`src/rtl/seq_adder.sv`:
```
// -----------------------------------------------------------------------------
// seq_adder
//   Multi-cycle chunked ripple adder: {Cout, s} = a + b + Cin.
//   The operands are captured on the accept edge. One CHUNK-bit slice is then
//   summed per cycle, from the least significant slice upwards, with the carry
//   held in a register between slices. After the last slice the result is held
//   in DONE until the consumer takes it.
//
//   Ports
//     clk        in   1      rising-edge clock
//     reset      in   1      synchronous, active-high reset
//     in_valid   in   1      a, b, Cin valid
//     in_ready   out  1      block accepts operands this cycle (IDLE)
//     a, b       in   WIDTH  addends
//     Cin        in   1      carry-in
//     out_valid  out  1      s and Cout valid (DONE)
//     out_ready  in   1      consumer accepts the result
//     s          out  WIDTH  sum, modulo 2^WIDTH
//     Cout       out  1      carry-out of bit WIDTH-1
//     ovf        out  1      signed overflow (only with SEQ_ADDER_OVF_EN)
//
//   Parameters
//     WIDTH  operand/result width
//     CHUNK  bits summed per cycle; WIDTH must be a multiple of CHUNK
//
//   Build option
//     SEQ_ADDER_OVF_EN  adds the ovf output and its register.
// -----------------------------------------------------------------------------
module seq_adder #(
    parameter int WIDTH = 32,
    parameter int CHUNK = 8
) (
    input  logic             clk,
    input  logic             reset,
    input  logic             in_valid,
    output logic             in_ready,
    input  logic [WIDTH-1:0] a,
    input  logic [WIDTH-1:0] b,
    input  logic             Cin,
    output logic             out_valid,
    input  logic             out_ready,
    output logic [WIDTH-1:0] s,
    output logic             Cout
`ifdef SEQ_ADDER_OVF_EN
    ,
    output logic             ovf
`endif
);

    localparam int NCHUNK = WIDTH / CHUNK;
    localparam int IDX_W  = (NCHUNK > 1) ? $clog2(NCHUNK) : 1;
    localparam logic [IDX_W-1:0] LAST_IDX = IDX_W'(NCHUNK - 1);

    // Reject configurations where the slices would not tile the word exactly.
    generate
        if ((WIDTH % CHUNK) != 0) begin : g_bad_cfg
            $error("seq_adder: WIDTH (%0d) must be a multiple of CHUNK (%0d)", WIDTH, CHUNK);
        end
    endgenerate

    typedef enum logic [1:0] {
        ST_IDLE = 2'd0,
        ST_RUN  = 2'd1,
        ST_DONE = 2'd2
    } state_t;

    state_t            state_q, state_d;
    logic [WIDTH-1:0]  a_q, a_d;
    logic [WIDTH-1:0]  b_q, b_d;
    logic [WIDTH-1:0]  s_q, s_d;
    logic [IDX_W-1:0]  idx_q, idx_d;
    logic              carry_q, carry_d;
    logic              cout_q, cout_d;
`ifdef SEQ_ADDER_OVF_EN
    logic              ovf_q, ovf_d;
`endif

    // Slice views of the captured operands, indexed by the chunk counter.
    logic [CHUNK-1:0]  a_chunk [NCHUNK];
    logic [CHUNK-1:0]  b_chunk [NCHUNK];

    generate
        for (genvar gi = 0; gi < NCHUNK; gi++) begin : g_slice
            assign a_chunk[gi] = a_q[gi*CHUNK +: CHUNK];
            assign b_chunk[gi] = b_q[gi*CHUNK +: CHUNK];
        end
    endgenerate

    logic [CHUNK-1:0]  a_sel;
    logic [CHUNK-1:0]  b_sel;
    logic [CHUNK:0]    chunk_sum;   // {carry out of slice, slice sum}
    logic              run_step;

    assign a_sel     = a_chunk[idx_q];
    assign b_sel     = b_chunk[idx_q];
    assign chunk_sum = {1'b0, a_sel} + {1'b0, b_sel} + {{CHUNK{1'b0}}, carry_q};
    assign run_step  = (state_q == ST_RUN);

    // Only the slice selected by the counter is written during RUN; all other
    // slices keep their value, so s holds the previous result until it is
    // overwritten slice by slice.
    generate
        for (genvar gi = 0; gi < NCHUNK; gi++) begin : g_s_next
            assign s_d[gi*CHUNK +: CHUNK] =
                (run_step && (idx_q == IDX_W'(gi))) ? chunk_sum[CHUNK-1:0]
                                                    : s_q[gi*CHUNK +: CHUNK];
        end
    endgenerate

    // Next-state and datapath control.
    always_comb begin
        state_d = state_q;
        a_d     = a_q;
        b_d     = b_q;
        idx_d   = idx_q;
        carry_d = carry_q;
        cout_d  = cout_q;
`ifdef SEQ_ADDER_OVF_EN
        ovf_d   = ovf_q;
`endif
        case (state_q)
            ST_IDLE: begin
                if (in_valid) begin
                    a_d     = a;
                    b_d     = b;
                    carry_d = Cin;
                    idx_d   = '0;
                    state_d = ST_RUN;
                end
            end
            ST_RUN: begin
                carry_d = chunk_sum[CHUNK];
                idx_d   = idx_q + IDX_W'(1);
                if (idx_q == LAST_IDX) begin
                    cout_d  = chunk_sum[CHUNK];
`ifdef SEQ_ADDER_OVF_EN
                    // Top slice's MSB is the result sign bit.
                    ovf_d   = (a_q[WIDTH-1] == b_q[WIDTH-1]) &&
                              (chunk_sum[CHUNK-1] != a_q[WIDTH-1]);
`endif
                    idx_d   = '0;
                    state_d = ST_DONE;
                end
            end
            ST_DONE: begin
                if (out_ready) begin
                    state_d = ST_IDLE;
                end
            end
            default: begin
                state_d = ST_IDLE;
            end
        endcase
    end

    always_ff @(posedge clk) begin
        if (reset) begin
            state_q <= ST_IDLE;
            a_q     <= '0;
            b_q     <= '0;
            s_q     <= '0;
            idx_q   <= '0;
            carry_q <= 1'b0;
            cout_q  <= 1'b0;
`ifdef SEQ_ADDER_OVF_EN
            ovf_q   <= 1'b0;
`endif
        end else begin
            state_q <= state_d;
            a_q     <= a_d;
            b_q     <= b_d;
            s_q     <= s_d;
            idx_q   <= idx_d;
            carry_q <= carry_d;
            cout_q  <= cout_d;
`ifdef SEQ_ADDER_OVF_EN
            ovf_q   <= ovf_d;
`endif
        end
    end

    assign in_ready  = (state_q == ST_IDLE);
    assign out_valid = (state_q == ST_DONE);
    assign s         = s_q;
    assign Cout      = cout_q;
`ifdef SEQ_ADDER_OVF_EN
    assign ovf       = ovf_q;
`endif

endmodule

```
`config.mk`:
```
export PLATFORM = sky130hd
export DESIGN_NAME = seq_adder
export DESIGN_NICKNAME = d
export VERILOG_FILES = /design/src/rtl/seq_adder.sv
export SDC_FILE = /design/constraint.sdc
export NUM_CORES = 1
export LEC_CHECK = 0
export CAP_MARGIN = 0
export CELL_PAD_IN_SITES_DETAIL_PLACEMENT = 1
export CELL_PAD_IN_SITES_GLOBAL_PLACEMENT = 1
export CORE_AREA = 3 3 113 115
export CTS_CLUSTER_DIAMETER = 200
export CTS_CLUSTER_SIZE = 20
export DETAILED_ROUTE_END_ITERATION = 7
export DIE_AREA = 0 0 116 118
export GPL_TIMING_DRIVEN = 1
export PLACE_DENSITY = 0.86
export SETUP_SLACK_MARGIN = 0.15
export SYNTH_ARGS = -nofsm -noshare
export SYNTH_HDL_FRONTEND = slang
export SYNTH_SLANG_ARGS = --single-unit
```
`constraint.sdc`:
```
create_clock -name clk -period 3.7 [get_ports clk]
set_clock_uncertainty 0.15 [all_clocks]
set_input_delay 0.925 -clock clk [delete_from_list [all_inputs] [get_ports clk]]
set_output_delay 0.925 -clock clk [all_outputs]
set_load 0.02 [all_outputs]
```
* Word level (Yosys, flattened, before mapping)
Index checks and enable logic that the tools add are counted.
** Storage, ports and cells
- Register bits :: 102
- Output and inout bits :: 35
** Operators by class
- Add/sub/neg operators :: 3
- Magnitude comparators :: 1
- Equal/unequal tests :: 8
- Muxes and demuxes :: 15
- Bitwise logic cells :: 1
- Reductions and logical operators :: 11
** Operator list (count)
- binary-select mux 8 bit (select 2 bit) :: 2
- 2-to-1 mux 8 bit :: 4
- 2-to-1 mux 2 bit :: 5
- adder 8 x 8 -> 9 bit :: 1
- adder 9 x 1 -> 9 bit :: 1
- == test 2 bit, second input constant :: 3
- one-hot mux 2 bit (3 select lines) :: 1
- AND reduction 2 bit :: 3
- == test 2 x 1 -> 1 bit, second input constant :: 2
- logical AND 1 bit :: 4
- logical NOT 2 bit :: 2
- != test 2 x 1 -> 1 bit, second input constant :: 2
- one-hot mux 2 bit (2 select lines) :: 1
- >= comparator 3 bit, second input constant :: 1
- inverter 2 -> 3 bit :: 1
- AND reduction 3 bit :: 1
- adder 2 x 1 -> 2 bit, second input constant :: 1
- != test 2 bit, second input constant :: 1
- one-hot mux 1 bit (2 select lines) :: 1
- nonzero test 2 bit :: 1
- 2-to-1 mux 1 bit :: 1

* Depth between registers and ports, before layout
- Depth in word-level cells :: 7
- Depth in mapped cells :: 8

* Worst setup path after synthesis
OpenSTA, ideal clock, no wires.
- Path type :: reg-to-reg
- Start point :: register idx_q[0]
- End point :: register s_q[14], in the netlist s[14]
- Arrival :: 2836 ps
- Required time :: 3425 ps
- Setup slack :: 589 ps
- Cell stages (with the launch flop) :: 9
- Clock period less this slack :: 3111 ps
- Cells stage by stage :: dfxtp_1 -> buf_2 -> mux4_2 -> fa_1 -> fa_1 -> a21o_1 -> a221oi_2 -> xor2_1 -> o21ai_1
** Between the ends
- Longest elaborated chain between the ends :: 6
** RTL lines
- from (decl) :: line 71 : logic [IDX_W-1:0] idx_q, idx_d;
- from (signal assigned) :: line 173 : idx_q <= idx_d;
- inverter 2 -> 3 bit (implied by the code) :: line 94, 95
- binary-select mux 8 bit (select 2 bit) (on tied branches) :: line 94, 95
- 2-to-1 mux 8 bit (on tied branches) (2 in a row) :: line 94, 95
- adder 8 x 8 -> 9 bit :: line 96 : assign chunk_sum = {1'b0, a_sel} + {1'b0, b_sel} + {{CHUNK{1'b0}}, carry_q};
- adder 9 x 1 -> 9 bit :: line 96
- to (signal assigned) :: line 161 : s_q <= '0;
- to (signal assigned) :: line 172 : s_q <= s_d;
- to (decl) :: line 70 : logic [WIDTH-1:0] s_q, s_d;
Several ways; a longest one is shown, not always the timed one. The select of a mux whose other input is x is not followed.
A chain may end at the register's enable or synchronous reset.

* Final worst setup path
- Start point :: register idx_q[1]
- End point :: register s_q[6], in the netlist s[6]
The elaborated chain is that of the path after synthesis.

==> results_dict.tcl <==
set metrics [dict create \
    outcome "completed" \
    cts-root-buf "clkbuf_16" \
    max_freq_mhz 318 \
    endpoint_kind "flop" \
    seq_area_frac_synth 0.471 \
    dieWidth_microns 116 \
    drt-pass1-iter-count 4 \
    cts-resized-gates 0 \
    worstPathArrival_ps 3210 \
    ir_drop_mv 0.199 \
    fin_setup_tns_ps 0 \
    wirelength_microns 13100 \
    rows 40 \
    required_ps 3770 \
    power_switching_uw 701 \
    hpwl_microns 9570 \
    synth_compound_area_frac 0.153 \
    switching_share 0.272 \
    busiest_layer "met2" \
    synthCells 491 \
    die_area_sq_mm 0.0137 \
    cts_tree "built" \
    worstPathCellList "mux4_2, fa_1, fa_1, a21o_1, a221oi_2, xor2_1, o21ai_1" \
    critPathMaxFanout 10 \
    coreArea_sq_mm 0.0119 \
    nets 660 \
    first_global_vias 4152 \
    area_growth_pct 33.2 \
    antenna_left 0 \
    clockBufferDepth 2 \
    grt_use_met3 0.0314 \
    p_clk_frac 0.387 \
    synthesis.area_sq_mm 0.00433 \
    power_density_mw_per_mm2 446 \
    slew_viol_final 0 \
    path_clk_slew_ps 70 \
    internal_power_mw 1.88 \
    routabilityCongestion 0.787 \
    clkLatencyLatePin_ps 350 \
    cts_hold_buf 0 \
    vias_per_cell 5.19 \
    yosys_register_bits 102 \
    grt_pass1_wl_microns 20900 \
    worst-slew-pin-transition_ps 1090 \
    chipHeight_microns 118 \
    fin_crit_sh 0.850 \
    placed_cell_area_sq_mm 0.00546 \
    wire_per_inst_microns 17.9 \
    ys_types 36 \
    preCtsSetupSlack_ps 573 \
    grtUsageMet2 0.334 \
    cts_buffers 9 \
    grt_usage 0.193 \
    drive_gt1_frac 0.0806 \
    synth_xor_xnor_area_share 0.0101 \
    synth_top_family_by_area "simple AND/OR/NAND/NOR gates" \
    fin_crit_ps 3140 \
    critPathKind "flop to flop" \
    final_hold_viol_count 0 \
    synth-adder-area-share 0.0410 \
    hold_class "flop to flop" \
    antenna_found_initial 0 \
    critPathMaxStageDelay_ps 600 \
    avgSynthCellArea_sq_um 8.82 \
    cts_setup_buffers 0 \
    htreeDepth 3 \
    gr-total-overflow 0 \
    fin_ws_ps 557 \
    path_buf_inv 0 \
    pwr-share-seq 0.461 \
    leakagePower_nw 2.08 \
    synth-simple-area-share 0.200 \
    maxCapViolCount 0 \
    initial_core_util 0.364 \
    grtUsageMet1 0.231 \
    clock-sinks 102 \
    ios 104 \
    yosys_warnings 0 \
    finalSetupViolCount 0 \
    critPathLaunchType "flop" \
    rsz0062_at_grt "no" \
    drt_iter0_drc 230 \
    critPathSlowestCell "dfxtp_1" \
    grt_max_degree 63 \
    syn_nets 573 \
    drc 0 \
    pwr-share-comb 0.152 \
    slew_headroom 0.272 \
    postLayoutCellArea_sq_mm 0.00577 \
    port_buffers 103 \
    dr_total_vias 3788 \
    crit_family "adder cells" \
    cpMostUsedCell "fa_1" \
    synth.area.mux_share 0.0866 \
    diodes 0 \
]
==> final timing paths <==
kind             from       to  slack (ps)  cells past startpoint
max          idx_q[1]     s[6]         560                      7
min reg2reg   a_q[13]  a_q[13]         310                      2
min           a_q[13]  a_q[13]         310                      2
max reg2reg  idx_q[1]     s[6]         560                      7
==> worst min-delay path: stages, from the launching register on <==
cell,delay [ps]
dfxtp_1,310
nand2_1,50
a21oi_1,50
==> through the flow <==
stage | power [mW] | cells | util | hold WS, ps
after floorplan | 1.43 | 491 | - | 283
after global placement | 1.58 | 714 | 0.459 | 292
after detailed placement | 1.60 | 714 | 0.459 | 298
after CTS | 2.59 | 730 | 0.485 | 308
after global routing | 2.68 | 730 | 0.485 | 348
final | 2.58 | 730 | 0.485 | 307
==> cells in the mapped netlist, drive strengths merged <==
master	instances	area, sq um
nor2	13	48.8
a22oi	1	7.51
a221oi	1	15.0
and3	1	6.26
xor2	3	26.3
mux4	16	360
a21o	3	22.5
a31oi	1	6.26
nor3b	1	12.5
nand3b	17	128
clkbuf	18	67.6
nor3	1	5.00
inv	3	11.3
fa	2	40.0
nand2	152	571
nand2b	8	50.1
xnor2	2	17.5
o211ai	1	7.51
nand3	1	5.00
a21oi	80	400
ha	11	138
mux2	1	15.0
o21bai	1	18.8
o21a	1	7.51
a311oi	4	35.0
nor2b	2	15.0
o21ai	17	85.1
and2	4	25.0
buf	16	87.6
o22ai	1	6.26
a211oi	6	50.1
dfxtp	102	2040
==> layer usage <==
metal  vias to the layer above  wire [microns]
met5                         -               0
met4                         0             388
met3                        25             469
met2                        97            6600
met1                      1819            5610
li1                       1847               -
==> power by group through the flow <==
stage               Clock [mW]  Sequential, mW  Combinational [mW]
floorplan                    0            1.21               0.219
global placement             0            1.21               0.373
detailed placement           0            1.21               0.388
CTS                       1.01            1.19               0.394
global route              1.06            1.19               0.429
finish                   0.998            1.19               0.391
==> cell families (layout without fill, tap and decap cells) <==
logic type | count (synthesis) | in the layout
AOI/OAI and AO/OA | 117 | 117
muxes | 17 | 17
DFF | 102 | 102
adders and majority gates | 13 | 13
and+or+nand+nor | 200 | 200
xor gates and xnor gates | 5 | 5
buffers and inverters | 37 | 129
==> layout by cell type (no fill, tap or decap), types with 2 or more instances in the layout <==
cell             count
inv_1                3
buf_4                6
a21oi_1             80
ha_1                11
inv_8                2
a211oi_1             5
a21o_1               3
xor2_1               3
o21ai_1             16
clkbuf_16            9
nand2_1            151
dfxtp_1            102
clkdlybuf4s50_1    102
a311oi_1             4
nand3b_1            17
nand2b_1             8
xnor2_1              2
mux4_2              16
and2_1               4
fa_1                 2
inv_6                2
nor2_1              13
==> state kept, by name, summed over array words and instances (netlist names) <==
name	count
idx_q	2
state_q	2
s	32
a_q	32
carry_q	1
Cout	1
b_q	32
==> cell type report <==
class,count,area (sq um)
Multi-Input combinational cell,352,2130
Sequential cell,102,2040
Clock buffer,9,225
Inverter,3,11.3
Timing Repair Buffer,110,1090
Tap cell,147,184
Clock inverter,7,86.3
Fill cell,1389,6140
No activity file was read; power rests on OpenSTA's default activity.
